File: config.mk
export PLATFORM = sky130hd
export DESIGN_NAME = seq_bw_mult
export DESIGN_NICKNAME = d
export VERILOG_FILES = /design/src/rtl/seq_bw_mult_pkg.sv /design/src/rtl/seq_bw_mult_row_gen.sv /design/src/rtl/seq_bw_mult.sv
export SDC_FILE = /design/constraint.sdc
export NUM_CORES = 1
export LEC_CHECK = 0
export ABC_AREA = 1
export ABC_CLOCK_PERIOD_IN_PS = 5600
export CAP_MARGIN = 20
export CORE_ASPECT_RATIO = 0.9
export CORE_MARGIN = 1.5
export CORE_UTILIZATION = 41
export DETAILED_ROUTE_END_ITERATION = 10
export SLEW_MARGIN = 30
export SYNTH_ARGS = -nofsm -noshare
export SYNTH_HDL_FRONTEND = slang
export SYNTH_HIERARCHICAL = 1
export SYNTH_SLANG_ARGS = --single-unit
export TNS_END_PERCENT = 20
File: constraint.sdc
create_clock -name clk -period 5.6 [get_ports clk]
set_input_delay 0.84 -clock clk [delete_from_list [all_inputs] [get_ports clk]]
set_output_delay 0.84 -clock clk [all_outputs]
set_load 0.05 [all_outputs]
File: src/rtl/seq_bw_mult_pkg.sv
// rtl/seq_bw_mult_pkg.sv - shared types and Baugh-Wooley row/preload helpers for seq_bw_mult
package seq_bw_mult_pkg;

  typedef enum logic [1:0] {
    IDLE = 2'd0,
    BUSY = 2'd1,
    DONE = 2'd2
  } state_t;

  // Helpers work on the widest legal operand and product; callers slice down.
  localparam int MAX_WIDTH = 32;
  localparam int MAX_PROD  = 2 * MAX_WIDTH;

  // One partial-product row, already shifted into product position.
  // In signed mode a bit is inverted when exactly one of (row, column)
  // is the sign position; the sign*sign bit keeps its true polarity.
  function automatic logic [MAX_PROD-1:0] bw_row(
    input logic [MAX_WIDTH-1:0] a,
    input logic                 b_bit,
    input int                   row,
    input logic                 signed_mode,
    input int                   width
  );
    logic [MAX_PROD-1:0] r;
    logic                pb;
    r = '0;
    for (int j = 0; j < MAX_WIDTH; j++) begin
      if (j < width) begin
        pb = a[j] & b_bit;
        if (signed_mode && ((row == width - 1) != (j == width - 1))) begin
          pb = ~pb;
        end
        r[j] = pb;
      end
    end
    r = r << row;
    if (width < MAX_WIDTH) begin
      r = r & ((MAX_PROD'(1) << (2 * width)) - MAX_PROD'(1));
    end
    return r;
  endfunction

  // Constant that turns the inverted rows back into a two's-complement sum.
  function automatic logic [MAX_PROD-1:0] bw_preload(
    input logic signed_mode,
    input int   width
  );
    logic [MAX_PROD-1:0] r;
    r = '0;
    if (signed_mode) begin
      r = (MAX_PROD'(1) << width) | (MAX_PROD'(1) << (2 * width - 1));
    end
    return r;
  endfunction

endpackage

File: src/rtl/seq_bw_mult_row_gen.sv
// rtl/seq_bw_mult_row_gen.sv - combinational Baugh-Wooley partial-product row generator
module bw_row_gen
  import seq_bw_mult_pkg::*;
#(
  parameter int WIDTH = 8
) (
  input  logic [WIDTH-1:0]         a,
  input  logic                     b_bit,
  input  logic [$clog2(WIDTH)-1:0] row,
  input  logic                     signed_mode,
  output logic [2*WIDTH-1:0]       row_val
);

  logic [MAX_WIDTH-1:0] a_ext;
  logic [MAX_PROD-1:0]  row_full;

  // Zero-extend the multiplicand to the helper's fixed width.
  always_comb begin
    a_ext = '0;
    a_ext[WIDTH-1:0] = a;
  end

  // Build the shifted, sign-corrected row for the current multiplier bit.
  always_comb begin
    row_full = bw_row(a_ext, b_bit, int'(row), signed_mode, WIDTH);
  end

  assign row_val = row_full[2*WIDTH-1:0];

  // Bits above the product width are always zero.
  generate
    if (WIDTH < MAX_WIDTH) begin : g_hi
      logic unused_hi;
      assign unused_hi = ^row_full[MAX_PROD-1:2*WIDTH];
    end
  endgenerate

endmodule

File: src/rtl/seq_bw_mult.sv
// rtl/seq_bw_mult.sv - iterative Baugh-Wooley multiplier, one row per clock; SEQ_BW_MULT_EARLY_ZERO_EN enables zero-operand bypass
module seq_bw_mult
  import seq_bw_mult_pkg::*;
#(
  parameter int WIDTH = 8
) (
  input  logic               clk,
  input  logic               rst_n,
  input  logic               in_valid,
  output logic               in_ready,
  input  logic [WIDTH-1:0]   in_a,
  input  logic [WIDTH-1:0]   in_b,
  input  logic               in_signed,
  output logic               out_valid,
  input  logic               out_ready,
  output logic [2*WIDTH-1:0] out_p
);

  localparam int             RW       = $clog2(WIDTH);
  localparam int             PW       = 2 * WIDTH;
  localparam logic [RW-1:0]  LAST_ROW = RW'(WIDTH - 1);

  state_t             state;
  state_t             state_nx;
  logic [WIDTH-1:0]   a_q;
  logic [WIDTH-1:0]   b_q;
  logic               signed_q;
  logic [PW-1:0]      acc_q;
  logic [PW-1:0]      p_q;
  logic [RW-1:0]      row_q;
  logic [PW-1:0]      row_val;
  logic [PW-1:0]      acc_sum;
  logic [PW-1:0]      preload;
  logic [MAX_PROD-1:0] preload_full;
  logic               accept;
  logic               early_zero;
  logic               last_row;

  assign accept   = in_valid && (state == IDLE);
  assign last_row = (row_q == LAST_ROW);
  assign acc_sum  = acc_q + row_val;
  assign out_p    = p_q;

`ifdef SEQ_BW_MULT_EARLY_ZERO_EN
  assign early_zero = (in_a == '0) || (in_b == '0);
`else
  assign early_zero = 1'b0;
`endif

  // Preload depends on the mode presented with the accepted operation.
  always_comb begin
    preload_full = bw_preload(in_signed, WIDTH);
  end

  assign preload = preload_full[PW-1:0];

  generate
    if (PW < MAX_PROD) begin : g_pre_hi
      logic unused_pre_hi;
      assign unused_pre_hi = ^preload_full[MAX_PROD-1:PW];
    end
  endgenerate

  bw_row_gen #(
    .WIDTH (WIDTH)
  ) u_row_gen (
    .a           (a_q),
    .b_bit       (b_q[row_q]),
    .row         (row_q),
    .signed_mode (signed_q),
    .row_val     (row_val)
  );

  // State register.
  always_ff @(posedge clk or negedge rst_n) begin
    if (!rst_n) begin
      state <= IDLE;
    end else begin
      state <= state_nx;
    end
  end

  // Next state and handshake outputs; both handshakes decode only the state.
  always_comb begin
    state_nx  = state;
    in_ready  = 1'b0;
    out_valid = 1'b0;
    case (state)
      IDLE: begin
        in_ready = 1'b1;
        if (in_valid) begin
          state_nx = early_zero ? DONE : BUSY;
        end
      end
      BUSY: begin
        if (last_row) begin
          state_nx = DONE;
        end
      end
      DONE: begin
        out_valid = 1'b1;
        if (out_ready) begin
          state_nx = IDLE;
        end
      end
      default: begin
        state_nx = IDLE;
      end
    endcase
  end

  // Operand capture, row accumulation and result register.
  always_ff @(posedge clk or negedge rst_n) begin
    if (!rst_n) begin
      a_q      <= '0;
      b_q      <= '0;
      signed_q <= 1'b0;
      acc_q    <= '0;
      row_q    <= '0;
      p_q      <= '0;
    end else if (accept) begin
      a_q      <= in_a;
      b_q      <= in_b;
      signed_q <= in_signed;
      row_q    <= '0;
      if (early_zero) begin
        acc_q <= '0;
        p_q   <= '0;
      end else begin
        acc_q <= preload;
      end
    end else if (state == BUSY) begin
      acc_q <= acc_sum;
      row_q <= row_q + RW'(1);
      if (last_row) begin
        p_q <= acc_sum;
      end
    end
  end

endmodule

==> results by group <==
Outcome
  • Status: finished, final reports clean

STA
  • Rel. slew slack: 54.1%
  • Unrepaired setup endpoints after global routing: no
  • Min Clock Period, post-route: between 3 and 4 ns
  • Tightest Pin Transition: ~0.69 ns
  • Max-slew violation count: 0
  • Hold Fails Final Rpt: 0
  • Highest Clock Rate: 267 MHz
  • Period Utilization, post-route: 67.0%
  • Final Skew: around 0.006 ns
  • Endpoints failing setup: 0
  • Setup TNS: 0 ns

Synth
  • Xor/xnor cell area share of the yosys netlist: under 10%
  • Seq/Total Area, Yosys: between 30% and 40%
  • Gate Count Post-Synth: roughly 500
  • Post-Syn Area: between 0.003 and 0.004 mm2
  • Synth Area in Compound Gates: 7.42%
  • Synth cell types: 45
  • Largest family of logic cells by synthesized area: simple AND/OR/NAND/NOR gates
  • Mux cell area share after synthesis: 0%
  • Simple-gate share of the synthesized area: between 30% and 40%
  • Seq cells post-synth: 54
  • Post-synthesis adder-cell area fraction: around 6.5%
  • Syn Nets: 537
  • Post-synth top flop: dfrtp_1
  • Yosys warns: 6
  • Syn avg cell area: between 7 and 8 um2
  • Post-synth ARST share: between 90% and 100%
  • Post-synth EDFFs: 0

Critical path
  • Crit. End Element: register
  • CP Data Required Time: 5.85 ns
  • Crit-path cells: o21ai_0 > o22ai_1 > nor2_1 > a31oi_1 > nand2_1 > inv_1 > nand3_1 > nand3_1 > nand3_1 > nand3_1 > nand2_1 > ha_1 > nand2_1 > nor2_1 > nand3_1 > nand2_2 > xor2_1 > nand2_1 > nand2_1
  • Crit path DAT: 4.00 ns
  • CP Buf/Inv Count: 1
  • Worst Setup Start Kind: register
  • Slowest CP cell: dfrtp_1
  • Crit Path Max Fanout: 21
  • Crit path kind: reg -> reg
  • Cell family with most CP delay: simple AND/OR/NAND/NOR gates
  • CP peak stage delay: roughly 0.78 ns

Finish
  • Final nets: between 500 and 600
  • Area delta synth->final: 15.0%
  • # diodes: 0
  • Fraction of layout cells with a size suffix above 1: under 10%

Global routing
  • Vias in the first global route: approximately 3100
  • Largest net degree at the start of global routing: 55
  • Grt ovf: 0
  • First-pass GRT wire length: around 14000 um
  • Initial antenna violation count: 0
  • Tot GR Track Use: a little under a fifth

CTS
  • CTS tree: done
  • Clock-pin slew of the registers on the worst-case setup and hold paths: 0.10 ns
  • Post-cts sizing count: 0
  • CTS Root Cell: clkbuf_8
  • TritonCTS Sinks: between 50 and 60
  • Post CTS Setup Buffer Count: 0
  • Hold-fix buffers, CTS: 0
  • H-Tree Depth: 2
  • Clock latency on the worst-skew pair: between 0.3 and 0.4 ns
  • TritonCTS buffer count: 5
  • Max Buffers Root-to-Sink: 2

Routing
  • WL final: 7950 um
  • DRT antenna net count: 0
  • Vias/cell: just under 5
  • DR iter-0 viols: 166
  • DR pass1 iterations: 6
  • Routed vias: about 3200
  • DRC errors left: 0
  • Routed len/inst: 12.2 um

Floorplan
  • Core area: approximately 0.0085 mm2
  • DIE AREA: roughly 0.0093 mm2
  • Std-Cell Rows: 32
  • Die Span X: 102 um
  • I/O pin total: 39
  • Die H: ~90 um
  • Initial Util: ~42%

Flow run
  • Max Cap Viol: 0

Placement
  • RePlAce Congestion: around 0.9
  • Dpl hpwl: between 6000 and 7000 um
  • Port bufs: 38

Hold path
  • HP Class: reg -> reg
## cell usage in the layout, fill, tap and decap left out, types with 5 or more instances in the layout
cell type,n
clkdlybuf4s50_1,37
inv_1,34
nand2_2,5
o21ai_0,14
clkbuf_8,5
inv_2,8
nand3b_1,5
nand3_1,63
o21ai_1,6
dfrtp_1,54
ha_1,17
nor2_1,25
nand2_1,194
a21oi_1,9
## cell usage after synthesis, types with 4 or more instances
master | count | share of area, %
xor2_1 | 4 | 0.97
ha_1 | 17 | 5.9
buf_2 | 4 | 0.56
inv_1 | 34 | 3.6
inv_2 | 8 | 0.84
nor2_1 | 25 | 2.6
nand4_1 | 4 | 0.70
nand3_1 | 63 | 8.8
nand3b_1 | 5 | 1.0
o21ai_0 | 14 | 1.9
buf_4 | 4 | 0.84
nand2_1 | 194 | 20
a21oi_2 | 4 | 0.97
nand2_2 | 5 | 0.87
o21ai_1 | 6 | 0.84
a21oi_1 | 9 | 1.3
dfrtp_1 | 54 | 38
## state kept, by name (all words and copies together) (netlist names)
signal	flops
acc_q	16
b_q	8
state	2
row_q	3
a_q	8
out_p	16
signed_q	1
## routing by layer
metal	up-vias	GRT usage, %	share of wire, %
met1	1463	27.2	53
met3	8	2.74	3.6
met5	-	0	0
met2	60	28.9	42
met4	0	5.67	1.3
li1	1671	-	-
## kinds of logic after synthesis
| family | count (synthesis) |
|---|---|
| compound gates | 44 |
| buf+inv | 59 |
| fa+ha+maj | 18 |
| flops | 54 |
| other cells | 1 |
| xor+xnor | 7 |
| simple gates | 315 |
## layout make-up
type                       instances  area (um2)
timing repair buffer              39         383
clock inverter                     1        30.0
sequential                        54        1350
tap                              119         149
inverter                          45         171
multi-input combinational        385        1970
clock buffer                       7        76.3
fill                             891        4390
## worst paths after layout
| path | startpoint | endpoint | slack, ns | depth (start not counted) |
|---|---|---|---|---|
| setup / recovery | row_q[0] | out_p[7] | 1.85 | 19 |
| hold / removal | out_p[9] | out_p[9] | 0.48 | 2 |
| setup reg to reg | row_q[0] | out_p[7] | 1.85 | 19 |
| hold reg to reg | out_p[9] | out_p[9] | 0.48 | 2 |
| max in group asynchronous | rst_n | acc_q[7] | 4.49 | 2 |
| min in group asynchronous | rst_n | out_p[0] | 0.65 | 2 |
## metrics by stage
step | instance area (um2) | utilization (%) | worst slack [ns] | std cells | hold WS, ns
floorplan | 3590 | - | 2.81 | 498 | 0.444
global placement | 4030 | 47.2 | 1.95 | 642 | 0.463
detailed placement | 4030 | 47.2 | 1.88 | 642 | 0.464
CTS | 4130 | 48.5 | 1.85 | 650 | 0.491
global route | 4130 | 48.5 | 1.36 | 650 | 0.503
finish | 4130 | 48.5 | 1.85 | 650 | 0.485
## worst register-to-register path, delay by kind of cell (launching register included)
kind | cells | cell delay (ns)
adders and majority gates | 1 | 0.35
buffers and inverters | 1 | 0.08
DFF | 1 | 0.78
AOI/OAI and AO/OA | 3 | 0.83
and+or+nand+nor | 13 | 1.37
xor gates and xnor gates | 1 | 0.27
Power is left out: the tool's default activity adds up to more than one toggle a clock period on the data nets, which glitch-free logic cannot reach.
